### src/rtl/gpio_lite_arbiter19_pkg.sv
// gpio_lite_arbiter19_pkg: shared types and constants for the GPIO lite register-port arbiter.
// Contents: FSM state type, default address/data widths, subunit register map used by benches.
// Optional feature macro used by the arbiter: GPIO_ARB_LOCK_EN.
package gpio_arb_pkg19;
    typedef enum logic [1:0] {
        IDLE    = 2'd0,
        ISSUE   = 2'd1,
        CAPTURE = 2'd2
    } state_e;

    localparam int ADDR_W_DEF = 6;
    localparam int DATA_W_DEF = 16;

    localparam logic [5:0] REG_DIR      = 6'h04;
    localparam logic [5:0] REG_OUT_EN   = 6'h08;
    localparam logic [5:0] REG_OUT_VAL  = 6'h0C;
    localparam logic [5:0] REG_IN_VAL   = 6'h10;
    localparam logic [5:0] REG_INT_STAT = 6'h20;
endpackage

### src/rtl/gpio_lite_arbiter19_if.sv
// gpio_lite_arbiter19_if: requester-side and subunit-side bus of the GPIO lite arbiter.
// Requester side: req, req_write, req_addr, req_wdata in; gnt, done, rsp_rdata, busy out.
// Subunit side: gpio_read, gpio_write, gpio_addr, gpio_wdata out; gpio_rdata in.
// Modport slave is the arbiter view, master is the environment (requesters + subunit) view.
interface gpio_lite_arbiter19_if #(
    parameter int NUM_REQ = 3,
    parameter int ADDR_W  = 6,
    parameter int DATA_W  = 16
);
    logic [NUM_REQ-1:0]        req;
    logic [NUM_REQ-1:0]        req_write;
    logic [NUM_REQ*ADDR_W-1:0] req_addr;
    logic [NUM_REQ*DATA_W-1:0] req_wdata;
    logic [NUM_REQ-1:0]        gnt;
    logic [NUM_REQ-1:0]        done;
    logic [DATA_W-1:0]         rsp_rdata;
    logic                      busy;
    logic                      gpio_read;
    logic                      gpio_write;
    logic [ADDR_W-1:0]         gpio_addr;
    logic [DATA_W-1:0]         gpio_wdata;
    logic [DATA_W-1:0]         gpio_rdata;

    modport slave (
        input  req, req_write, req_addr, req_wdata, gpio_rdata,
        output gnt, done, rsp_rdata, busy, gpio_read, gpio_write, gpio_addr, gpio_wdata
    );
    modport master (
        output req, req_write, req_addr, req_wdata, gpio_rdata,
        input  gnt, done, rsp_rdata, busy, gpio_read, gpio_write, gpio_addr, gpio_wdata
    );
endinterface

### src/rtl/gpio_lite_arbiter19_rr_pick.sv
// gpio_rr_pick19: combinational round-robin picker, reusable by other lite peripherals.
// Ports: req_i request vector, last_i index of the previous winner;
//        onehot_o one-hot winner (0 when no request), idx_o winner index.
// Search starts at last_i+1 and wraps from N-1 to 0.
module gpio_rr_pick19 #(
    parameter int N  = 3,
    parameter int IW = (N > 1) ? $clog2(N) : 1
) (
    input  logic [N-1:0]  req_i,
    input  logic [IW-1:0] last_i,
    output logic [N-1:0]  onehot_o,
    output logic [IW-1:0] idx_o
);
    // Walk from the farthest candidate back to the nearest so the nearest requester wins.
    always_comb begin
        idx_o = '0;
        for (int k = N; k >= 1; k--)
            if (req_i[IW'((int'(last_i) + k) % N)]) idx_o = IW'((int'(last_i) + k) % N);
        onehot_o = (|req_i) ? (N'(1) << idx_o) : '0;
    end
endmodule

### src/rtl/gpio_lite_arbiter19.sv
// gpio_lite_arbiter19: round-robin arbiter sharing one GPIO lite register port, one strobe per access.
// Ports: pclk19 clock, n_reset19 async active-low reset, bus (slave modport of gpio_lite_arbiter19_if),
//        req_lock_i per-requester lock request (only when GPIO_ARB_LOCK_EN is defined).
// Flow: IDLE (arbitrate, latch command) -> ISSUE (gnt + strobe) -> CAPTURE (latch read data) -> IDLE (done).
module gpio_lite_arbiter19
    import gpio_arb_pkg19::*;
#(
    parameter int NUM_REQ = 3,
    parameter int ADDR_W  = ADDR_W_DEF,
    parameter int DATA_W  = DATA_W_DEF
) (
    input logic pclk19,
    input logic n_reset19,
`ifdef GPIO_ARB_LOCK_EN
    input logic [NUM_REQ-1:0] req_lock_i,
`endif
    gpio_lite_arbiter19_if.slave bus
);
    localparam int IW = (NUM_REQ > 1) ? $clog2(NUM_REQ) : 1;

    state_e              state_q, state_d;
    logic [IW-1:0]       last_q, last_d, sel_idx, pick_idx;
    logic [NUM_REQ-1:0]  win_oh_q, win_oh_d, done_q, done_d, sel_oh, pick_oh;
    logic                write_q, write_d, busy_q;
    logic [ADDR_W-1:0]   addr_q, addr_d;
    logic [DATA_W-1:0]   wdata_q, wdata_d, rdata_q, rdata_d;

    gpio_rr_pick19 #(.N(NUM_REQ), .IW(IW)) u_pick (
        .req_i    (bus.req),
        .last_i   (last_q),
        .onehot_o (pick_oh),
        .idx_o    (pick_idx)
    );

`ifdef GPIO_ARB_LOCK_EN
    logic lock_q, lock_d;
    // A locked requester keeps the port for as long as it keeps requesting.
    assign sel_idx = (lock_q && bus.req[last_q]) ? last_q : pick_idx;
    assign sel_oh  = (lock_q && bus.req[last_q]) ? (NUM_REQ'(1) << last_q) : pick_oh;
    always_ff @(posedge pclk19 or negedge n_reset19)
        if (!n_reset19) lock_q <= 1'b0;
        else            lock_q <= lock_d;
`else
    assign sel_idx = pick_idx;
    assign sel_oh  = pick_oh;
`endif

    always_comb begin
        state_d  = state_q;
        last_d   = last_q;
        win_oh_d = win_oh_q;
        write_d  = write_q;
        addr_d   = addr_q;
        wdata_d  = wdata_q;
        rdata_d  = rdata_q;
        done_d   = '0;
`ifdef GPIO_ARB_LOCK_EN
        lock_d   = (state_q == IDLE && !bus.req[last_q]) ? 1'b0 : lock_q;
`endif
        case (state_q)
            IDLE: if (|bus.req) begin
                state_d  = ISSUE;
                last_d   = sel_idx;
                win_oh_d = sel_oh;
                write_d  = bus.req_write[sel_idx];
                addr_d   = bus.req_addr[sel_idx*ADDR_W +: ADDR_W];
                wdata_d  = bus.req_wdata[sel_idx*DATA_W +: DATA_W];
`ifdef GPIO_ARB_LOCK_EN
                lock_d   = req_lock_i[sel_idx];
`endif
            end
            ISSUE: state_d = CAPTURE;
            CAPTURE: begin
                state_d = IDLE;
                rdata_d = write_q ? '0 : bus.gpio_rdata;
                done_d  = win_oh_q;
            end
            default: state_d = IDLE;
        endcase
    end

    always_ff @(posedge pclk19 or negedge n_reset19)
        if (!n_reset19) begin
            state_q  <= IDLE;
            last_q   <= IW'(NUM_REQ - 1);
            win_oh_q <= '0;
            write_q  <= 1'b0;
            addr_q   <= '0;
            wdata_q  <= '0;
            rdata_q  <= '0;
            done_q   <= '0;
            busy_q   <= 1'b0;
        end else begin
            state_q  <= state_d;
            last_q   <= last_d;
            win_oh_q <= win_oh_d;
            write_q  <= write_d;
            addr_q   <= addr_d;
            wdata_q  <= wdata_d;
            rdata_q  <= rdata_d;
            done_q   <= done_d;
            busy_q   <= state_d != IDLE;
        end

    // gnt and strobes decode only registered state, never req.
    assign bus.gnt        = (state_q == ISSUE) ? win_oh_q : '0;
    assign bus.gpio_read  = (state_q == ISSUE) && !write_q;
    assign bus.gpio_write = (state_q == ISSUE) && write_q;
    assign bus.gpio_addr  = addr_q;
    assign bus.gpio_wdata = wdata_q;
    assign bus.done       = done_q;
    assign bus.rsp_rdata  = rdata_q;
    assign bus.busy       = busy_q;
endmodule

### src/flat_wrapper.sv
// flat-port wrapper written by rule: the top's interface ports become plain ports
module gpio_lite_arbiter19_flat import gpio_arb_pkg19::*;
#(
    parameter int NUM_REQ = 3,
    parameter int ADDR_W  = ADDR_W_DEF,
    parameter int DATA_W  = DATA_W_DEF
)
  (pclk19, n_reset19, bus_req, bus_req_write, bus_req_addr, bus_req_wdata, bus_gpio_rdata, bus_gnt, bus_done, bus_rsp_rdata, bus_busy, bus_gpio_read, bus_gpio_write, bus_gpio_addr, bus_gpio_wdata);
  gpio_lite_arbiter19_if #(.NUM_REQ(NUM_REQ), .ADDR_W(ADDR_W), .DATA_W(DATA_W)) bus_i ();
  input logic pclk19;
  input logic n_reset19;
  input wire logic [$bits(bus_i.req)-1:0] bus_req;
  input wire logic [$bits(bus_i.req_write)-1:0] bus_req_write;
  input wire logic [$bits(bus_i.req_addr)-1:0] bus_req_addr;
  input wire logic [$bits(bus_i.req_wdata)-1:0] bus_req_wdata;
  input wire logic [$bits(bus_i.gpio_rdata)-1:0] bus_gpio_rdata;
  output wire logic [$bits(bus_i.gnt)-1:0] bus_gnt;
  output wire logic [$bits(bus_i.done)-1:0] bus_done;
  output wire logic [$bits(bus_i.rsp_rdata)-1:0] bus_rsp_rdata;
  output wire logic [$bits(bus_i.busy)-1:0] bus_busy;
  output wire logic [$bits(bus_i.gpio_read)-1:0] bus_gpio_read;
  output wire logic [$bits(bus_i.gpio_write)-1:0] bus_gpio_write;
  output wire logic [$bits(bus_i.gpio_addr)-1:0] bus_gpio_addr;
  output wire logic [$bits(bus_i.gpio_wdata)-1:0] bus_gpio_wdata;
  assign bus_i.req = bus_req;
  assign bus_i.req_write = bus_req_write;
  assign bus_i.req_addr = bus_req_addr;
  assign bus_i.req_wdata = bus_req_wdata;
  assign bus_i.gpio_rdata = bus_gpio_rdata;
  assign bus_gnt = bus_i.gnt;
  assign bus_done = bus_i.done;
  assign bus_rsp_rdata = bus_i.rsp_rdata;
  assign bus_busy = bus_i.busy;
  assign bus_gpio_read = bus_i.gpio_read;
  assign bus_gpio_write = bus_i.gpio_write;
  assign bus_gpio_addr = bus_i.gpio_addr;
  assign bus_gpio_wdata = bus_i.gpio_wdata;
  gpio_lite_arbiter19 #(.NUM_REQ(NUM_REQ), .ADDR_W(ADDR_W), .DATA_W(DATA_W)) u_core (.pclk19(pclk19), .n_reset19(n_reset19), .bus(bus_i));
endmodule
### config.mk
export PLATFORM = sky130hd
export DESIGN_NAME = gpio_lite_arbiter19_flat
export DESIGN_NICKNAME = d
export VERILOG_FILES = /design/src/rtl/gpio_lite_arbiter19_pkg.sv /design/src/rtl/gpio_lite_arbiter19_if.sv /design/src/rtl/gpio_lite_arbiter19_rr_pick.sv /design/src/rtl/gpio_lite_arbiter19.sv /design/src/flat_wrapper.sv
export SDC_FILE = /design/constraint.sdc
export NUM_CORES = 1
export LEC_CHECK = 0
export CORE_MARGIN = 5
export CORE_UTILIZATION = 42
export CTS_CLUSTER_SIZE = 30
export DETAILED_ROUTE_END_ITERATION = 16
export PLACE_DENSITY = 0.82
export SLEW_MARGIN = 25
export SYNTH_ARGS = -nofsm -noshare
export SYNTH_HDL_FRONTEND = slang
export SYNTH_SLANG_ARGS = --single-unit
### constraint.sdc
create_clock -name pclk19 -period 6 [get_ports pclk19]
set_input_delay 1.2 -clock pclk19 [delete_from_list [all_inputs] [get_ports pclk19]]
set_output_delay 1.2 -clock pclk19 [all_outputs]
set_load 0.05 [all_outputs]
Word level (Yosys, flattened, before mapping)
Index checks and enable logic that the tools add are counted.

storage, ports and cells
  register bits after elaboration = 50
  bits in latches = 0
  memory bits (writable) = 0
  memory bits (read-only) = 0
  output and inout port bits = 47
  memories = 0

cells by class
  $add $sub $neg = 3
  multipliers = 1
  divide/modulo/power cells = 3
  magnitude comparators = 4
  eq/ne operators = 2
  shift operators = 3
  multiplexer cells = 19
  bitwise logic cells = 0
  reduce and logical (&&, ||, !) cells = 7

operators with widths
  operator                                                                  number
  32-bit by 3-bit remainder unit with 32-bit output, second input constant  3
  48-bit by 7-bit variable part select with 16-bit output                   1
  18-bit by 6-bit variable part select with 6-bit output                    1
  16-bit two-way mux                                                        1
  2-bit by 4-bit < comparator with 1-bit output, second input constant      3
  1-bit binary-select mux with 2-bit select                                 4
  2-bit two-way mux                                                         4
  1-bit two-way mux                                                         7
  2-bit by 2-bit adder with 3-bit output, second input constant             2
  3-bit two-way mux                                                         2
  2-bit by 2-bit multiplier with 4-bit output, second input constant        1
  2-bit case mux with 2 select lines                                        1
  2-bit by 1-bit adder with 3-bit output, second input constant             1
  2-bit by 3-bit < comparator with 1-bit output, second input constant      1
  3-bit OR reduction                                                        1
  1-bit by 2-bit << shifter with 3-bit output, first input constant         1
  2-bit by 1-bit == test with 1-bit output, second input constant           1
  2-bit == test, second input constant                                      1
  1-bit logical AND                                                         2
  2-bit zero test                                                           1
  2-bit AND reduction                                                       1
  2-bit nonzero test                                                        1
  1-bit zero test                                                           1

Depth between registers and ports, before layout
Gate-level depths: netlist of run 1.

  word-level depth = 10
  gate-level depth with buffers = 9
  gate-level depth less buffers = 7

Modules after synthesis
From an unflattened synthesis of run 1, not the netlist that was laid out.

unflattened totals
  cells, all modules = 237
  area, all modules = 2740.1 um^2

modules (own cells, without submodules)
  module               times used  cells each  area each (um^2)
  gpio_lite_arbiter19  1           208         2539.9
  gpio_rr_pick19       1           29          200.2

Least setup slack after synthesis of run 1
No wires, ideal clock.

  path type = input -> register
  start point = in bus_req[0]
  end point = reg u_core.addr_q[5], in the netlist u_core.bus.gpio_addr[5]
  data arrival time = 2.461 ns
  required time = 5.865 ns
  path slack = 3.404 ns
  cell stages on the path = 6
  buffers on the path = 1
  cells stage by stage = mux2_4 > mux2_4 > o22ai_4 > buf_12 > mux2i_1 > o22ai_1

between the ends
  cells in the longest elaborated chain, start to end = 8

RTL lines
  element                                                 RTL line                           RTL
  start, declared                                         flat_wrapper.sv:12                 input wire logic [$bits(bus_i.req)-1:0] bus_req;
  1-bit binary-select mux with 2-bit select               gpio_lite_arbiter19_rr_pick.sv:18  if (req_i[IW'((int'(last_i) + k) % N)]) idx_o = IW'((int'(last_i) + k) % N);
  1-bit two-way mux (not written as such) (2 in a row)    gpio_lite_arbiter19_rr_pick.sv:18
  2-bit two-way mux (3 in a row)                          gpio_lite_arbiter19_rr_pick.sv:18
  2-bit by 2-bit multiplier with 4-bit output             gpio_lite_arbiter19.sv:66          addr_d = bus.req_addr[sel_idx*ADDR_W +: ADDR_W];
  18-bit by 6-bit variable part select with 6-bit output  gpio_lite_arbiter19.sv:66
  end signal, assigned                                    gpio_lite_arbiter19.sv:98          addr_q <= addr_d;
  end, declared                                           gpio_lite_arbiter19.sv:25          logic [ADDR_W-1:0] addr_q, addr_d;

Several ways; a longest one is shown, not always the timed one. The select of a mux whose other input is x is not followed.
A chain may end at the register's enable or synchronous reset.

Final worst setup path of run 1
  start point = in bus_req[1]
  end point = reg u_core.win_oh_q[1]

between the ends
  cells in the longest elaborated chain, start to end = 7

RTL lines
  element                                               RTL line                           RTL
  1-bit binary-select mux with 2-bit select             gpio_lite_arbiter19_rr_pick.sv:18
  1-bit two-way mux (not written as such) (2 in a row)  gpio_lite_arbiter19_rr_pick.sv:18
  2-bit two-way mux (3 in a row)                        gpio_lite_arbiter19_rr_pick.sv:18
  1-bit by 2-bit << shifter with 3-bit output           gpio_lite_arbiter19_rr_pick.sv:19  onehot_o = (|req_i) ? (N'(1) << idx_o) : '0;
  end signal, assigned                                  gpio_lite_arbiter19.sv:96          win_oh_q <= win_oh_d;
  end, declared                                         gpio_lite_arbiter19.sv:23          logic [NUM_REQ-1:0] win_oh_q, win_oh_d, done_q, done_d, sel_oh, pick_oh;

Several ways; a longest one is shown, not always the timed one. The select of a mux whose other input is x is not followed.

==> qor.csv, run 1 <==
metric,value,unit
drt-pass1-iter-count,4,
critical_path_peak_fanout,31,
yosysSeqAreaShare,0.4902,
synth.area.top_cells,"sky130_fd_sc_hd__dfrtp_1 48%, sky130_fd_sc_hd__mux2i_1 9.0%, sky130_fd_sc_hd__o22ai_1 6.1%",
cts-root-buf,sky130_fd_sc_hd__clkbuf_8,
syn-num-nets,362,
hold_buffers,0,
timing.final.ws_setup,1743,ps
outcome,finished clean,
worst_ep_arrival_time,4480,ps
clock_sink_count,50,
grt_setup_unrepaired,false,
clk-insertion-delay-late,300,ps
synth_warnings,0,
routed_wirelength,7698,um
synth.top_cells.by_count,"49 x sky130_fd_sc_hd__dfrtp_1, 32 x sky130_fd_sc_hd__nor2_1, 27 x sky130_fd_sc_hd__a21oi_1, 25 x sky130_fd_sc_hd__o22ai_1, 23 x sky130_fd_sc_hd__mux2i_1",
route.detailed.wl_per_inst,16.41,um
route.detailed.vias_per_inst,5.245,
cts_max_level,2,
required_time_reported_for_the_critical_path_endpoint,6220,ps
crit_path_end_kind,flop,
post_route_cells_drive_above_1_share,0.04822,
syn-instance-count,268,
gp_congestion,0.7970,
synth_top_family_by_area,compound AO/OA/AOI/OAI gates,
layout-area-overhead-vs-synth,58.67,%
synth-xor-area-share,0,
post-cts-setup-buffer-count,0,
yosysMostFrequentCell,sky130_fd_sc_hd__dfrtp_1,
relSlewSlack,0.3165,
netlist.area_leader.share,0.4799,
detailed_placement_wirelength_estimate,5719,um
timing_worst_setup_path_type,in2reg,
synth_top_area_cell,sky130_fd_sc_hd__dfrtp_1,
grt_pass1_vias,2562,
yosysUniqueCellTypes,30,
ys_seq_elements,50,
die_x,88.00,um
critical_path.startpoint_type,input pin,
post_cts_resize_count,0,
power_per_cell_area,601.7,mW/mm^2
total_die_area,0.007743,mm^2
synthSimpleGateAreaFrac,0.1513,
max_clock_freq,234.9,MHz
drv_slew,0,
synth.avg_cell_area,9.533,um^2
setup-tns-final,0,ps
filler_cell_count,491,
timing.final.hold_violations,0,
synth_edf_count,0,
start_util,0.4315,
insertedDiodeCount,0,
io_pins,137,
cts-buffers-inserted,5,
drt-initial-drc-count,98,
adder_and_majority_cell_fraction_of_the_synthesized_area,0.01959,
fp.coreArea,0.005921,mm^2
globalRouteTotalUtil,0.1968,
placementRows,28,
clockBufferDepth,2,
grt_start_max_net_pins,51,
placement.setup.worst_slack,1434,ps
muxShareOfSynthArea,0.1063,
routed-via-count,2460,
antenna_found_initial,0,
regToRegSetupSlack,2860,ps
port_buffers,136,
drt_drc_violations_left,0,
post_layout_net_count,487,
fin_crit_sh,0.7096,
post-route-min-period,4257,ps
cap_viol_max_count,0,
worst_margin_pin_slew,1025,ps
syn_area,0.002555,mm^2
power.leakage,1.683,nW
path_clk_slew,90,ps
grt_first_pass_wirelength,11760,um
irDropWorstVdd,0.0003575,V
setup_violations,0,
clock_skew,5.765,ps
postSynth.topFlopCell,sky130_fd_sc_hd__dfrtp_1,
holdCritPathClass,reg2reg,
die_h,88.00,um
ant_nets,0,
synth_compound_gate_area_share,0.1787,
globalRouteOverflowTotal,0,
tritoncts_clock_tree,done,
fraction_of_registers_with_async_set_reset,1.000,
[final timing paths]
check                                               startpoint                                   to  cells past startpoint
max reg2reg                        u_core.state_q[0]$_DFF_PN0_       u_core.win_oh_q[1]$_DFFE_PN0P_                      5
min                        u_core.bus.rsp_rdata[9]$_DFFE_PN0N_  u_core.bus.rsp_rdata[9]$_DFFE_PN0N_                      2
max in group asynchronous                            n_reset19         u_core.last_q[0]$_DFFE_PN0P_                      1
min in group asynchronous                            n_reset19  u_core.bus.rsp_rdata[7]$_DFFE_PN0N_                      1
min reg2reg                u_core.bus.rsp_rdata[9]$_DFFE_PN0N_  u_core.bus.rsp_rdata[9]$_DFFE_PN0N_                      2
max                                                 bus_req[1]       u_core.win_oh_q[1]$_DFFE_PN0P_                      7
[sequential cells by signal, indices dropped and copies added, names as in the netlist]
| register | count |
|---|---|
| u_core.bus.gpio_wdata | 16 |
| u_core.bus.rsp_rdata | 16 |
| u_core.bus.gpio_addr | 6 |
| u_core.bus.done | 3 |
| u_core.win_oh_q | 3 |
| u_core.last_q | 2 |
| u_core.state_q | 2 |
| u_core.bus.busy | 1 |
| u_core.write_q | 1 |
[cell families after synthesis]
family | count (synthesis)
compound gates | 78
fa+ha+maj | 4
buf+inv | 28
flops | 50
mux | 26
simple gates | 82
[layout by cell type (no fill, tap or decap), types with 2 or more instances in the layout]
| cell type | n |
|---|---|
| sky130_fd_sc_hd__a21oi_1 | 27 |
| sky130_fd_sc_hd__clkbuf_8 | 5 |
| sky130_fd_sc_hd__clkdlybuf4s50_1 | 135 |
| sky130_fd_sc_hd__clkinvlp_4 | 2 |
| sky130_fd_sc_hd__dfrtp_1 | 49 |
| sky130_fd_sc_hd__ha_1 | 4 |
| sky130_fd_sc_hd__inv_1 | 9 |
| sky130_fd_sc_hd__mux2_4 | 2 |
| sky130_fd_sc_hd__mux2i_1 | 23 |
| sky130_fd_sc_hd__nand2_1 | 21 |
| sky130_fd_sc_hd__nand2b_1 | 18 |
| sky130_fd_sc_hd__nor2_1 | 31 |
| sky130_fd_sc_hd__nor2b_1 | 2 |
| sky130_fd_sc_hd__o21ai_0 | 18 |
| sky130_fd_sc_hd__o22ai_1 | 25 |
| sky130_fd_sc_hd__or2b_1 | 2 |
[per-layer routing]
metal | up-vias | GRT usage | share of wire | wire (um)
li1 | 1170 | - | - | -
met1 | 1136 | 0.2223 | 0.38 | 2958
met2 | 141 | 0.3370 | 0.46 | 3577
met3 | 13 | 0.08749 | 0.13 | 1038
met4 | 0 | 0.05579 | 0.016 | 123
met5 | - | 0 | 0 | 0
[through the flow]
step	std cells	util	total power [mW]	cell area, um^2	hold WS [ps]
after CTS	468	0.6796	2.407	4024	497.1
after detailed placement	460	0.6604	2.167	3910	474.7
final	469	0.6847	2.439	4054	495.0
after global routing	469	0.6847	2.583	4054	534.0
after floorplan	268	-	1.733	2555	471.4
after global placement	460	0.6600	2.129	3908	462.2
[cell type report]
type / instances / area, um^2 / share of cell area
clock buffer: 5 / 68.82 / 0.01698
clock inverter: 3 / 45.04 / 0.01111
inverter: 9 / 33.78 / 0.008333
multi-input combinational: 190 / 1174 / 0.2895
sequential: 50 / 1252 / 0.3090
tap: 75 / 93.84 / 0.02315
timing repair buffer: 137 / 1386 / 0.3420
[report_power, final]
group / switching [mW] / internal, mW
combinational: 1.00 / 0.616
sequential: 0.0965 / 0.488
clock: 0.113 / 0.124
total: 1.21 / 1.23
[worst max-delay path, stage by stage]
cell                              delay [ps]
sky130_fd_sc_hd__clkdlybuf4s50_1         600
sky130_fd_sc_hd__nor3_1                   80
sky130_fd_sc_hd__or3_1                   700
sky130_fd_sc_hd__inv_1                   910
sky130_fd_sc_hd__o21ai_2                 540
sky130_fd_sc_hd__or2b_1                  360
sky130_fd_sc_hd__o21ai_1                  70
(Power assumes the default switching activity.)
==> run 2: changes to the inputs <==
--- a/config.mk
+++ b/config.mk
@@ -6,10 +6,10 @@
 export NUM_CORES = 1
 export LEC_CHECK = 0
 export CORE_MARGIN = 5
-export CORE_UTILIZATION = 42
+export CORE_UTILIZATION = 35
 export CTS_CLUSTER_SIZE = 30
 export DETAILED_ROUTE_END_ITERATION = 16
-export PLACE_DENSITY = 0.82
+export PLACE_DENSITY = 0.73
 export SLEW_MARGIN = 25
 export SYNTH_ARGS = -nofsm -noshare
 export SYNTH_HDL_FRONTEND = slang
==> constraint.sdc (replaced) <==
create_clock -name pclk19 -period 3.5 [get_ports pclk19]
set_input_delay 0.7 -clock pclk19 [delete_from_list [all_inputs] [get_ports pclk19]]
set_output_delay 0.7 -clock pclk19 [all_outputs]
set_load 0.05 [all_outputs]
==> run 2 against run 1 <==
Compared with the run above:
- die area is 18% higher
- design area up 1.3%
- first-iteration DRC count rose by 26%
- largest power group unchanged
- clock-buffer cell count unchanged
- sequential share of layout area decreased by 0.39 points
- via count decreased by 2.2%
- global-route usage fell by 3.4 points
==> qor.csv, run 2 (synthesis gave the netlist of run 1 again) <==
metric,value,unit,change
outcome,finished clean,,
timing_worst_setup_path_type,reg2out,,
cts-root-buf,sky130_fd_sc_hd__clkbuf_8,,
placementRows,31,,+11%
globalRouteTotalUtil,0.1623,,-0.03442
total_die_area,0.009109,mm^2,+18%
die_h,95.44,um,+8.5%
hold_buffers,0,,unchanged
crit_path_end_kind,output port,,
cts-buffers-inserted,5,,unchanged
grt_util_met3,0.05130,,-0.03619
clockBufferDepth,2,,unchanged
cap_viol_max_count,0,,unchanged
tritoncts_clock_tree,done,,
cts_max_level,2,,unchanged
layout-area-overhead-vs-synth,60.68,%,
critical-path-max-stage-delay,810,ps,-100 ps
fin_total_pwr,4.143,mW,+70%
post_cts_resize_count,0,,unchanged
grt_first_pass_wirelength,11720,um,-0.41%
fin_crit_sh,0.7675,,
grt_pass1_vias,2478,,-3.3%
detailed_placement_wirelength_estimate,5723,um,about the same
fp.coreArea,0.007176,mm^2,+21%
ant_nets,0,,unchanged
io_pins,137,,unchanged
path_cells,nand2b_1 > inv_1 > and2_1 > clkdlybuf4s50_1,,
clock_skew,9.268,ps,+3.503 ps
whs,411.6,ps,-83.37 ps
path_clk_slew,100,ps,about the same
gr-max-usage-layer,met2,,
grtUsageMet1,0.2086,,-0.01367
max_clock_freq,372.2,MHz,
post_route_cells_drive_above_1_share,0.05779,,+0.009566
port_buffers,136,,unchanged
die_x,95.44,um,+8.5%
irDropWorstVdd,0.0004564,V,+28%
critical_path_peak_fanout,6,,-81%
drt-pass1-iter-count,4,,unchanged
post-cts-setup-buffer-count,0,,unchanged
crit_slowest_cell,sky130_fd_sc_hd__clkdlybuf4s50_1,,
setup_violations,0,,unchanged
insertedDiodeCount,0,,unchanged
critical_path.startpoint_type,flop,,
relSlewSlack,0.5260,,+0.2095
clk-insertion-delay-late,310,ps,about the same
setup-tns-final,0,ps,unchanged
worst_ep_arrival_time,1990,ps,-2490 ps
worstRegToRegCells,7,,+2
routed-via-count,2405,,-2.2%
globalRouteOverflowTotal,0,,unchanged
post-route-min-period,2686,ps,
route.detailed.wl_per_inst,15.54,um,-5.3%
antenna_found_initial,0,,unchanged
drt_drc_violations_left,0,,unchanged
clock_sink_count,50,,unchanged
holdCritPathClass,in2async,,
gr-usage-met2,0.2729,,-0.06410
power.leakage,1.705,nW,+1.3%
start_util,0.3561,,-0.07547
final_cell_mix,"135 x sky130_fd_sc_hd__clkdlybuf4s50_1, 49 x sky130_fd_sc_hd__dfrtp_1, 31 x sky130_fd_sc_hd__nor2_1",,
power_per_cell_area,1009,mW/mm^2,+68%
route.detailed.vias_per_inst,4.839,,-7.7%
mostFrequentLayoutCell,sky130_fd_sc_hd__clkdlybuf4s50_1,,
post_layout_net_count,491,,+0.82%
grt_setup_unrepaired,false,,
gp_congestion,0.7969,,about the same
grt_start_max_net_pins,51,,unchanged
required_time_reported_for_the_critical_path_endpoint,2800,ps,-3420 ps
worst_margin_pin_slew,711.0,ps,-314.0 ps
drt-initial-drc-count,123,,+26%
routed_wirelength,7725,um,+0.35%
drv_slew,0,,unchanged
timing.final.hold_violations,0,,unchanged
[run 2: final timing paths]
| check | start | end | slack [ps] |
|---|---|---|---|
| min in group pclk19 | u_core.bus.rsp_rdata[12]$_DFFE_PN0N_ | u_core.bus.rsp_rdata[12]$_DFFE_PN0N_ | 490 |
| max | u_core.state_q[1]$_DFF_PN0_ | bus_gpio_write | 810 |
| max reg2reg | u_core.last_q[1]$_DFFE_PN1P_ | u_core.bus.gpio_addr[1]$_DFFE_PN0P_ | 1020 |
| min reg2reg | u_core.bus.rsp_rdata[12]$_DFFE_PN0N_ | u_core.bus.rsp_rdata[12]$_DFFE_PN0N_ | 490 |
| min | n_reset19 | u_core.bus.rsp_rdata[5]$_DFFE_PN0N_ | 410 |
| max in group asynchronous | n_reset19 | u_core.last_q[1]$_DFFE_PN1P_ | 2510 |
[run 2: final cells by class]
class                      instances  area (um^2)
clock buffer                       5        68.82
clock inverter                     3        43.79
fill                             642         3070
inverter                           9        33.78
multi-input combinational        190         1186
sequential                        50         1252
tap                               99        123.9
timing repair buffer             141         1396
[run 2: report_power, final]
group | internal (mW) | switching [mW] | leakage [nW]
registers | 0.835 | 0.149 | 0.611
clock network | 0.215 | 0.203 | 0.0585
logic | 1.03 | 1.71 | 1.04
[run 2: worst max-delay path: cells and delay by family, from the launching register on]
kind          cells  cell delay [ps]
flops             1              410
simple gates      2              360
buf+inv           2              920
[run 2: layer usage]
metal  vias up  routed length, um
li1       1181                  -
met1      1116               3322
met2       104               3656
met3         4                711
met4         0                 34
met5         -                  0
[run 2: per-stage QoR]
| stage | std cells | area [um^2] | setup WS, ps | util |
|---|---|---|---|---|
| 2_1_floorplan | 268 | 2555 | 1294 | - |
| 3_3_place_gp | 489 | 3975 | 654.1 | 0.5540 |
| 3_5_place_dp | 489 | 3985 | 597.4 | 0.5554 |
| 4_1_cts | 497 | 4098 | 810.1 | 0.5711 |
| 5_1_grt | 497 | 4105 | 679.2 | 0.5721 |
| 6_report | 497 | 4105 | 813.6 | 0.5721 |
==> run 3: changes to the inputs <==
==> constraint.sdc (replaced) <==
create_clock -name pclk19 -period 2.35 [get_ports pclk19]
set_input_delay 0.47 -clock pclk19 [delete_from_list [all_inputs] [get_ports pclk19]]
set_output_delay 0.47 -clock pclk19 [all_outputs]
set_load 0.05 [all_outputs]
==> run 3 against run 2 <==
Compared with the run above:
- first-iteration DRC count shrank 54%
- sequential power grew 49%
- die area is the same
- highest routed layer unchanged
- via count grew 1.5%
- routed wire length shrank 0.21%
- clock-buffer cell count grew 1
- largest cell class unchanged
- critical endpoint is now u_core.bus.gpio_wdata[12]$_DFFE_PN0P_
- global-route usage shrank 0.089 points
- sequential share of layout area shrank 0.43 points
==> qor.csv, run 3 (synthesis gave the netlist of run 1 again) <==
metric,value,unit,change
outcome,finished clean,,
die_h,95.44,um,unchanged
route.detailed.wl_per_inst,15.24,um,-2.0%
route.detailed.vias_per_inst,4.824,,-0.31%
layout.area.seq,0.001252,mm^2,unchanged
power_per_cell_area,1506,mW/mm^2,+49%
placement.setup.worst_slack,-161.1,ps,-758.5 ps
post-route-min-period,2257,ps,
stdcell_count,506,,+1.8%
gp_congestion,0.7940,,-0.36%
hold_buffers,0,,unchanged
antenna_found_initial,0,,unchanged
final_cell_mix,"130 x sky130_fd_sc_hd__clkdlybuf4s50_1, 49 x sky130_fd_sc_hd__dfrtp_1, 31 x sky130_fd_sc_hd__nor2_1",,
io_pins,137,,unchanged
worstRegToRegCells,7,,unchanged
cts-buffers-inserted,5,,unchanged
die_x,95.44,um,unchanged
multi_input_comb_area,0.001181,mm^2,-0.42%
critical_path.startpoint_type,flop,,
clockBufferDepth,2,,unchanged
insertedDiodeCount,0,,unchanged
globalRouteOverflowTotal,0,,unchanged
irDropWorstVdd,0.0008916,V,+95%
timing.final.ws_setup,93.34,ps,-720.3 ps
clock_skew,9.282,ps,+0.01357 ps
critical_path_peak_fanout,14,,+8
clock_sink_count,50,,unchanged
routed-via-count,2441,,+1.5%
layout-area-overhead-vs-synth,62.98,%,
globalRouteTotalUtil,0.1615,,-0.0008854
detailed_placement_wirelength_estimate,5918,um,+3.4%
fin_crit_sh,0.9603,,
filler_cell_count,628,,-2.2%
drt-initial-drc-count,57,,-54%
port_buffers,136,,unchanged
worst_ep_arrival_time,2450,ps,+460 ps
mostFrequentLayoutCell,sky130_fd_sc_hd__clkdlybuf4s50_1,,
worst_margin_pin_slew,799.9,ps,+88.82 ps
grt_start_max_net_pins,36,,-29%
cap_viol_max_count,0,,unchanged
timing.final.hold_violations,0,,unchanged
grt_pass1_vias,2388,,-3.6%
cts-root-buf,sky130_fd_sc_hd__clkbuf_8,,
grt_first_pass_wirelength,11490,um,-1.9%
tritoncts_clock_tree,done,,
drv_slew,0,,unchanged
setup_violations,0,,unchanged
path_clk_slew,100,ps,about the same
required_time_reported_for_the_critical_path_endpoint,2540,ps,-260 ps
holdCritPathClass,in2async,,
post_route_cells_drive_above_1_share,0.09337,,+0.03558
power.leakage,1.751,nW,+2.7%
cts_max_level,2,,unchanged
fp.coreArea,0.007176,mm^2,unchanged
routed_wirelength,7709,um,-0.21%
grt_setup_unrepaired,false,,
relSlewSlack,0.4668,,-0.05921
ant_nets,0,,unchanged
post_layout_net_count,500,,+1.8%
max_clock_freq,443.1,MHz,
numPlacedInstances,498,,+1.8%
timing_worst_setup_path_type,reg2reg,,
crit_path_end_kind,flop,,
start_util,0.3561,,unchanged
drt_drc_violations_left,0,,unchanged
clk-insertion-delay-late,310,ps,about the same
total_die_area,0.009109,mm^2,unchanged
placementRows,31,,unchanged
drt-pass1-iter-count,4,,unchanged
run 3: repair_timing:
item	4_1_cts	5_1_grt
setup buffers	0	0
endpoints found under the setup margin	25	14
resized for setup	1	1
run 3: critical path, stage by stage (launching register included):
cell and delay, ps:
sky130_fd_sc_hd__dfstp_2 560, sky130_fd_sc_hd__ha_2 250, sky130_fd_sc_hd__mux2_4 330, sky130_fd_sc_hd__mux2_4 290, sky130_fd_sc_hd__o22ai_4 210, sky130_fd_sc_hd__buf_12 200
sky130_fd_sc_hd__mux2i_1 220, sky130_fd_sc_hd__o22ai_1 90
run 3: area by class of cell:
| type | instances | share of cell area |
|---|---|---|
| clock inverter | 2 | 0.003906 |
| inverter | 9 | 0.008113 |
| tap | 99 | 0.02975 |
| timing repair buffer | 150 | 0.3540 |
| clock buffer | 6 | 0.01983 |
| sequential | 50 | 0.3008 |
| multi-input combinational | 190 | 0.2837 |
run 3: stage by stage:
stage / power [mW] / area, um^2 / util / setup TNS [ps] / hold slack [ps]
6_report: 6.272 / 4164 / 0.5803 / 0 / 237.4
5_1_grt: 6.667 / 4164 / 0.5803 / 0 / 283.7
4_1_cts: 6.318 / 4159 / 0.5796 / 0 / 269.1
3_5_place_dp: 5.749 / 4055 / 0.5651 / -2956 / 469.5
3_3_place_gp: 5.686 / 4055 / 0.5651 / -1980 / 463.3
2_1_floorplan: 4.425 / 2555 / - / 0 / 174.4
run 3: layer usage:
| metal | part of all wire | global-route usage | up-vias |
|---|---|---|---|
| met4 | 0.0096 | 0.04028 | 0 |
| met5 | 0 | 0 | - |
| met3 | 0.098 | 0.05919 | 9 |
| li1 | - | - | 1198 |
| met1 | 0.42 | 0.2000 | 1118 |
| met2 | 0.47 | 0.2671 | 116 |
run 3: where the power goes:
part           switching (mW)  internal, mW  total (mW)
clock network           0.299         0.243       0.542
registers               0.226          1.24        1.47
logic                    2.57          1.69        4.26
run 3: worst paths after layout:
kind	slack, ps	from	endpoint
setup / recovery	90	u_core.last_q[1]$_DFFE_PN1P_	u_core.bus.gpio_wdata[12]$_DFFE_PN0P_
hold / removal	240	n_reset19	u_core.bus.rsp_rdata[4]$_DFFE_PN0N_
setup reg to reg	90	u_core.last_q[1]$_DFFE_PN1P_	u_core.bus.gpio_wdata[12]$_DFFE_PN0P_
hold reg to reg	490	u_core.bus.rsp_rdata[13]$_DFFE_PN0N_	u_core.bus.rsp_rdata[13]$_DFFE_PN0N_
max in group asynchronous	1470	n_reset19	u_core.bus.rsp_rdata[9]$_DFFE_PN0N_
min in group pclk19	490	u_core.bus.rsp_rdata[13]$_DFFE_PN0N_	u_core.bus.rsp_rdata[13]$_DFFE_PN0N_
